$ cat src/rtl/ecc_point_ctrl.sv
// Elliptic-curve point add/double sequencer driving an external GF(p) field unit.
// Runs a fixed micro-program of field ops; only equality compares are done locally.
module ecc_point_ctrl #(
  parameter int SIZE    = 32,
  parameter int TIMEOUT = 255
) (
  input  logic            i_clk,
  input  logic            i_rst,
  input  logic            start,
  input  logic            mode,
  input  logic [SIZE-1:0] x1,
  input  logic [SIZE-1:0] y1,
  input  logic [SIZE-1:0] x2,
  input  logic [SIZE-1:0] y2,
  input  logic [SIZE-1:0] prime,
  input  logic [SIZE-1:0] curve_a,
  output logic            busy,
  output logic            done,
  output logic            inf,
  output logic            err,
  output logic [SIZE-1:0] x3,
  output logic [SIZE-1:0] y3,
  output logic [SIZE-1:0] gf_in_0,
  output logic [SIZE-1:0] gf_in_1,
  output logic [1:0]      gf_op,
  output logic            gf_start,
  input  logic [SIZE-1:0] gf_result,
  input  logic            gf_done
);

  localparam int WW = (TIMEOUT < 2) ? 1 : $clog2(TIMEOUT);
  localparam logic [1:0] OP_ADD = 2'd0, OP_SUB = 2'd1, OP_MUL = 2'd2, OP_DIV = 2'd3;

  typedef enum logic [2:0] {IDLE, CHECK, ISSUE, WAIT, FIN} state_t;
  typedef enum logic [3:0] {S_X1, S_Y1, S_X2, S_Y2, S_A, S_L, S_T0, S_T1, S_X3} src_t;
  typedef enum logic [2:0] {D_L, D_T0, D_T1, D_X3, D_Y3} dst_t;

  state_t          state, state_nxt;
  logic [SIZE-1:0] r_x1, r_y1, r_x2, r_y2, r_prime, r_a;
  logic [SIZE-1:0] r_l, r_t0, r_t1;
  logic            r_dbl;
  logic [3:0]      step;
  logic [WW-1:0]   wait_cnt;

  logic            unused_prime;
  assign unused_prime = ^r_prime;

  logic [1:0] p_op;
  src_t       p_s0, p_s1;
  dst_t       p_dst;
  logic       p_last;
  logic       eq_x, eq_y, chk_inf, tmo, op_act;

  assign eq_x    = (r_x1 == r_x2);
  assign eq_y    = (r_y1 == r_y2);
  // An add of equal points falls through to the double program, so its y1==0 case is also infinity.
  assign chk_inf = (!r_dbl && eq_x && !eq_y) || ((r_dbl || eq_x) && (r_y1 == '0));
  assign tmo     = (wait_cnt == WW'(TIMEOUT - 1));

  always_comb begin
    p_op  = OP_ADD;
    p_s0  = S_X1;
    p_s1  = S_X1;
    p_dst = D_T0;
    case ({r_dbl, step})
      5'h00: begin p_op = OP_SUB; p_s0 = S_Y2; p_s1 = S_Y1; p_dst = D_T0; end
      5'h01: begin p_op = OP_SUB; p_s0 = S_X2; p_s1 = S_X1; p_dst = D_T1; end
      5'h02: begin p_op = OP_DIV; p_s0 = S_T0; p_s1 = S_T1; p_dst = D_L;  end
      5'h03: begin p_op = OP_MUL; p_s0 = S_L;  p_s1 = S_L;  p_dst = D_T0; end
      5'h04: begin p_op = OP_SUB; p_s0 = S_T0; p_s1 = S_X1; p_dst = D_T0; end
      5'h05: begin p_op = OP_SUB; p_s0 = S_T0; p_s1 = S_X2; p_dst = D_X3; end
      5'h06: begin p_op = OP_SUB; p_s0 = S_X1; p_s1 = S_X3; p_dst = D_T1; end
      5'h07: begin p_op = OP_MUL; p_s0 = S_L;  p_s1 = S_T1; p_dst = D_T1; end
      5'h08: begin p_op = OP_SUB; p_s0 = S_T1; p_s1 = S_Y1; p_dst = D_Y3; end
      5'h10: begin p_op = OP_MUL; p_s0 = S_X1; p_s1 = S_X1; p_dst = D_T0; end
      5'h11: begin p_op = OP_ADD; p_s0 = S_T0; p_s1 = S_T0; p_dst = D_T1; end
      5'h12: begin p_op = OP_ADD; p_s0 = S_T1; p_s1 = S_T0; p_dst = D_T0; end
      5'h13: begin p_op = OP_ADD; p_s0 = S_T0; p_s1 = S_A;  p_dst = D_T0; end
      5'h14: begin p_op = OP_ADD; p_s0 = S_Y1; p_s1 = S_Y1; p_dst = D_T1; end
      5'h15: begin p_op = OP_DIV; p_s0 = S_T0; p_s1 = S_T1; p_dst = D_L;  end
      5'h16: begin p_op = OP_MUL; p_s0 = S_L;  p_s1 = S_L;  p_dst = D_T0; end
      5'h17: begin p_op = OP_SUB; p_s0 = S_T0; p_s1 = S_X1; p_dst = D_T0; end
      5'h18: begin p_op = OP_SUB; p_s0 = S_T0; p_s1 = S_X1; p_dst = D_X3; end
      5'h19: begin p_op = OP_SUB; p_s0 = S_X1; p_s1 = S_X3; p_dst = D_T1; end
      5'h1a: begin p_op = OP_MUL; p_s0 = S_L;  p_s1 = S_T1; p_dst = D_T1; end
      5'h1b: begin p_op = OP_SUB; p_s0 = S_T1; p_s1 = S_Y1; p_dst = D_Y3; end
      default: ;
    endcase
  end

  assign p_last = r_dbl ? (step == 4'd11) : (step == 4'd8);

  function automatic logic [SIZE-1:0] src_val(input src_t s);
    case (s)
      S_X1:    return r_x1;
      S_Y1:    return r_y1;
      S_X2:    return r_x2;
      S_Y2:    return r_y2;
      S_A:     return r_a;
      S_L:     return r_l;
      S_T0:    return r_t0;
      S_T1:    return r_t1;
      S_X3:    return x3;
      default: return '0;
    endcase
  endfunction

  // Operands come straight from registers that only change on gf_done, so they hold through WAIT.
  assign op_act   = (state == ISSUE) || (state == WAIT);
  assign gf_op    = op_act ? p_op : 2'd0;
  assign gf_in_0  = op_act ? src_val(p_s0) : '0;
  assign gf_in_1  = op_act ? src_val(p_s1) : '0;
  assign gf_start = (state == ISSUE);
  assign busy     = (state != IDLE);
  assign done     = (state == FIN);

  always_comb begin
    state_nxt = state;
    case (state)
      IDLE:  if (start) state_nxt = CHECK;
      CHECK: state_nxt = chk_inf ? FIN : ISSUE;
      ISSUE: state_nxt = WAIT;
      WAIT: begin
        if (gf_done)  state_nxt = p_last ? FIN : ISSUE;
        else if (tmo) state_nxt = FIN;
      end
      FIN:   state_nxt = IDLE;
      default: state_nxt = IDLE;
    endcase
  end

  always_ff @(posedge i_clk or posedge i_rst) begin
    if (i_rst) begin
      state <= IDLE;
    end else begin
      state <= state_nxt;
    end
  end

  always_ff @(posedge i_clk or posedge i_rst) begin
    if (i_rst) begin
      r_x1 <= '0; r_y1 <= '0; r_x2 <= '0; r_y2 <= '0; r_prime <= '0; r_a <= '0;
      r_l <= '0; r_t0 <= '0; r_t1 <= '0; r_dbl <= 1'b0;
      step <= '0; wait_cnt <= '0;
      x3 <= '0; y3 <= '0; inf <= 1'b0; err <= 1'b0;
    end else begin
      case (state)
        IDLE: if (start) begin
          r_x1 <= x1; r_y1 <= y1; r_x2 <= x2; r_y2 <= y2;
          r_prime <= prime; r_a <= curve_a; r_dbl <= mode;
          x3 <= '0; y3 <= '0; inf <= 1'b0; err <= 1'b0;
          step <= '0;
        end
        CHECK: begin
          if (chk_inf)   inf   <= 1'b1;
          else if (eq_x) r_dbl <= 1'b1;
        end
        ISSUE: wait_cnt <= '0;
        WAIT: begin
          if (gf_done) begin
            case (p_dst)
              D_L:     r_l  <= gf_result;
              D_T0:    r_t0 <= gf_result;
              D_T1:    r_t1 <= gf_result;
              D_X3:    x3   <= gf_result;
              D_Y3:    y3   <= gf_result;
              default: ;
            endcase
            step <= step + 4'd1;
          end else if (tmo) begin
            err <= 1'b1;
            x3  <= '0;
            y3  <= '0;
          end else begin
            wait_cnt <= wait_cnt + WW'(1);
          end
        end
        default: ;
      endcase
    end
  end

endmodule

$ cat config.mk
export PLATFORM = sky130hd
export DESIGN_NAME = ecc_point_ctrl
export DESIGN_NICKNAME = d
export VERILOG_FILES = /design/src/rtl/ecc_point_ctrl.sv
export SDC_FILE = /design/constraint.sdc
export NUM_CORES = 1
export LEC_CHECK = 0
export BUFFER_PORTS_ARGS = -buffer_cell sky130_fd_sc_hd__buf_2
export CAP_MARGIN = 20
export CORE_MARGIN = 4
export CORE_UTILIZATION = 40
export CTS_CLUSTER_SIZE = 30
export DETAILED_ROUTE_END_ITERATION = 8
export PLACE_DENSITY = 0.59
export RECOVER_POWER = 100
export SYNTH_ARGS = -nofsm -noshare
export SYNTH_HDL_FRONTEND = slang
export SYNTH_SLANG_ARGS = --single-unit
$ cat constraint.sdc
create_clock -name i_clk -period 16.3 [get_ports i_clk]
set_clock_uncertainty 0.1 [all_clocks]
set_input_delay 3.26 -clock i_clk [delete_from_list [all_inputs] [get_ports i_clk]]
set_output_delay 3.26 -clock i_clk [all_outputs]
set_load 0.1 [all_outputs]
Word-level counts from Yosys, hierarchy flattened --
Cells that the tools add are included. Widths: inputs -> output; s select.
Storage, ports and cells: register bits after elaboration 338, output and inout bits 135, logic and storage cells 162
Operators by class: add/sub/neg operators 2, eq/ne operators 60, multiplexer cells 40, reductions and logical operators 44
Operator list (number):
- $pmux 32 s9 | 2
- $mux 32 | 8
- $pmux 32 s2 | 2
- $eq 32x32->1 | 2
- $eq 5x5->1 const B | 12
- $eq 4x3->1 const B | 8
- $logic_not 32->1 | 1
- $pmux 4 s7 | 1
- $pmux 3 s4 | 2
- $eq 5x3->1 const B | 4
- $pmux 3 s6 | 1
- $reduce_and 3->1 | 6
- $eq 4x2->1 const B | 4
- $eq 4x4->1 const B | 4
- $mux 8 | 2
- $ne 2x2->1 const B | 8
- $pmux 8 s2 | 1
- $reduce_and 4->1 | 4
- $mux 3 | 5
- $eq 3x2->1 const B | 4
- $reduce_or 2->1 | 6
- $reduce_or 4->1 | 3
- $eq 5x2->1 const B | 2
- $reduce_or 10->1 | 1
- other kinds (29) | 53

Depth between registers and ports, before layout --
word-level depth 7, depth in mapped cells 11, mapped depth without buffers 8

Worst setup path after synthesis --
OpenSTA, ideal clock, no wires.
path type register to output, from reg step[0], to out gf_in_1[28], arrival 3.849 ns, data required time 12.940 ns, path slack 9.091 ns, stages on the path, launching flop included 10, path buffers 3, path through dfrtp_1 -> ha_1 -> clkbuf_1 -> buf_2 -> nor2_1 -> nor4b_1 -> clkbuf_1 -> a222oi_1 -> a21boi_0 -> a31oi_1
On the way: word-level cells in the longest chain between the ends 6
Ends and longest elaborated chain:
- start: declaration | RTL line 42 | logic [3:0] step;
- start signal: assignment | RTL line 169 | step <= step + 4'd1;
- $eq 5x5->1, or another cell as far along | RTL line 65 | case ({r_dbl, step})
- $reduce_or 4->1 (no line) or $reduce_or 2->1 (tied branches)
- $pmux 4 s7 (*) | RTL line 65
- $eq 4x4->1, or another cell as far along | RTL line 94 | case (s)
- $pmux 32 s9 (*) | RTL line 94
- $mux 32 (*) | RTL line 112 | assign gf_in_1 = op_act ? src_val(p_s1) : '0;
- end: declaration | RTL line 24 | output logic [SIZE-1:0] gf_in_1,
Every way passes the cells marked *; elsewhere a longest branch is shown, timed or not.

Worst setup path in the final report --
from reg step[0], to out gf_in_0[6]
On the way: word-level cells in the longest chain between the ends 6
Ends and longest elaborated chain:
- $eq 5x5->1, or another cell as far along | RTL line 65
- $reduce_or 8->1 (no line), or another cell as far along
- $pmux 3 s6 (*) | RTL line 65
- $eq 4x4->1, or another cell as far along | RTL line 94
- $pmux 32 s9 (*) | RTL line 94
- $mux 32 (*) | RTL line 111 | assign gf_in_0 = op_act ? src_val(p_s0) : '0;
- end: declaration | RTL line 23 | output logic [SIZE-1:0] gf_in_0,
Marked as above.

==> metrics.txt <==
Seq cells post-synth=338; CP Cell Sequence=inv_1, ha_1, or2b_4, o32ai_1, a21o_1, a21boi_0, a211oi_1, a31oi_1, clkbuf_1; Seq. cell area=8460 um^2; Main synth FF type=dfrtp_1; Max-slew headroom=-232%; post-synthesis async set-or-reset flop share=100%; initial core utilization=40.5%; post-synthesis adder-cell area fraction=0.429%; Yosys top cell by area=dfrtp_1; Startpoint Class=register; drt pass-1 iters=7; mux cell area share after synthesis=6.78%; Worst Path Buf+Inv=2; Post-synth EDFFs=0; initial antenna violation count=1; Worst-Margin Slew=4.94 ns; Placer Congestion=0.934; Clock Sinks=338; type of the worst setup path=register to output port; clock slew at reported path FFs=0.06 ns; Die Footprint=47,100 um^2; Seq/Total Area, Yosys=48.4%; total negative slack=0 ns; CTS tree=yes; XOR/XNOR share of the synthesized area=3.56%; Setup-failing EPs final=0; top-count cell post-synth=nand2_1; CP Data Required Time=12.94 ns; CTS Buf Count=39; share of layout cells above drive strength 1=17.8%; max cap viols=18; vias=16,700; antenna viol nets, final=0; clock root buffer=clkbuf_16; DRC Markers=0; nets=2,408; Crit path max-delay family=compound AO/OA/AOI/OAI gates; crit-path max cell delay=3.69 ns; number of gates resized after CTS=0; Max Freq=84.5 MHz; post-detail-place hpwl=48.6 mm; Critical Path End Type=output port; Syn Nets=2,138; Yosys cell types=77; htree depth=2; row count=76; multi-input logic area=8430 um^2; yosys warns=0; top cells by count, synth=596 x nand2_1, 338 x dfrtp_1, 112 x a22oi_1; Final Hold Viols=0; Syn Inst Count=1,903; All-Layer GR Usage=29.3%; # hold bufs at CTS=0; Port-buffer cells=331; height of the die=217 um; Mean Syn Cell Area=9.19 um^2; Bufs on Longest Clock Path=3; minimum clock period=11.84 ns; Post-CTS Setup Repair Bufs=0; worst-skew pair later-pin latency=0.55 ns; area growth from synthesis to layout=18.3%; Hold Crit Class=register to register; Via density=5.99; GR Overflow Total=0; I/O Pins=364; area share of the largest cell type after synthesis=48.4%; Critical Path AT=8.48 ns; largest net degree at the start of global routing=166; outcome=complete, but fails checks; Fillers=4,269; violated checks=max-capacitance violations, max-slew violations; largest family of logic cells by synthesized area=simple AND/OR/NAND/NOR gates; Crit Path Max Fanout=21; fin crit share=72.6%; top post-synthesis cells by area=dfrtp_1 48%, nand2_1 13%, mux2_2 5.9%, a22oi_1 4.8%, o21ai_0 2.2%; RSZ-0062 raised after global routing=no; routed len/inst=25.4 um; first-pass GRT wire length=105 mm; max-slew violation count=824; Crit-path slowest cell=a21boi_0; Post-Route WL=70.8 mm; 1st-iter DRT viols=2,223; Ant. Diodes=0; die width=217 um; Synth Area in Simple Gates=19.8%; synthesized cell area=17,500 um^2; Synth Area in Compound Gates=17.3%; vias in the first global route=16,300; Core Area=43,200 um^2
-- worst min-delay path, delay by kind of cell (launching register included) --
family / cells / cell delay [ns]
flops: 1 / 0.34
simple gates: 2 / 0.10
-- stage by stage --
step	instances	utilization [%]	hold WS [ns]	cell area, um^2	setup slack, ns
2_1_floorplan	1903	-	0.340	17500	3.57
3_3_place_gp	2717	45.6	0.357	19700	8.71
3_5_place_dp	2717	45.6	0.350	19700	8.69
4_1_cts	2785	48.6	0.364	21000	8.07
5_1_grt	2785	47.9	0.395	20700	4.58
6_report	2785	47.9	0.365	20700	4.46
-- flip-flops by register name (all words and copies together), names as in the netlist --
name / count
r_a: 32
r_l: 32
wait_cnt: 8
r_x1: 32
r_t1: 32
y3: 32
r_y2: 32
step: 4
inf: 1
r_y1: 32
r_t0: 32
x3: 32
err: 1
r_x2: 32
state: 3
r_dbl: 1
-- kinds of logic (layout without fill, tap and decap cells) --
kind of cell / Yosys count / after routing
multiplexers: 106 / 106
XOR/XNOR: 71 / 71
AO/OA/AOI/OAI: 426 / 426
AND/OR/NAND/NOR: 806 / 806
adder cells (fa/ha/maj): 6 / 6
flip-flops: 338 / 338
buffers and inverters: 150 / 447
-- placed cells by master (no fill, tap or decap), types with 33 or more instances in the layout --
cell type / n
a22oi_1: 112
a31oi_1: 54
and3_1: 45
buf_2: 199
clkbuf_1: 155
clkbuf_16: 41
dfrtp_1: 338
mux2_2: 90
nand2_1: 596
nor2_1: 41
o21ai_0: 81
xnor2_1: 38
xor2_1: 33
-- final timing paths --
path,startpoint,endpoint,slack (ns),depth (start not counted)
worst max-delay path,step[0],gf_in_0[6],4.46,9
worst min-delay path,inf,inf,0.36,2
worst max register to register,state[2],r_t0[24],9.41,9
worst min register to register,inf,inf,0.36,2
max in group asynchronous,i_rst,x3[17],7.03,3
min in group asynchronous,i_rst,y3[27],4.03,2
-- metal layers --
| layer | share of wire, % | global-route usage, % | vias up | wire (um) |
|---|---|---|---|---|
| met4 | 4.6 | 11.9 | 0 | 3250 |
| met2 | 45 | 44.9 | 956 | 31700 |
| li1 | - | - | 7298 | - |
| met3 | 9.4 | 6.17 | 188 | 6650 |
| met5 | 0 | 0 | - | 0 |
| met1 | 41 | 40.7 | 8235 | 29300 |
-- final cells by class --
type | instances | area share [%]
Clock buffer | 62 | 5.78
Clock inverter | 6 | 0.405
Inverter | 13 | 0.242
Multi-Input combinational cell | 1415 | 40.8
Sequential cell | 338 | 40.9
Tap cell | 585 | 3.54
Timing Repair Buffer | 366 | 8.35
Power is not shown: default switching activity piles up to over one toggle a cycle in this logic, so the estimate is an artifact.
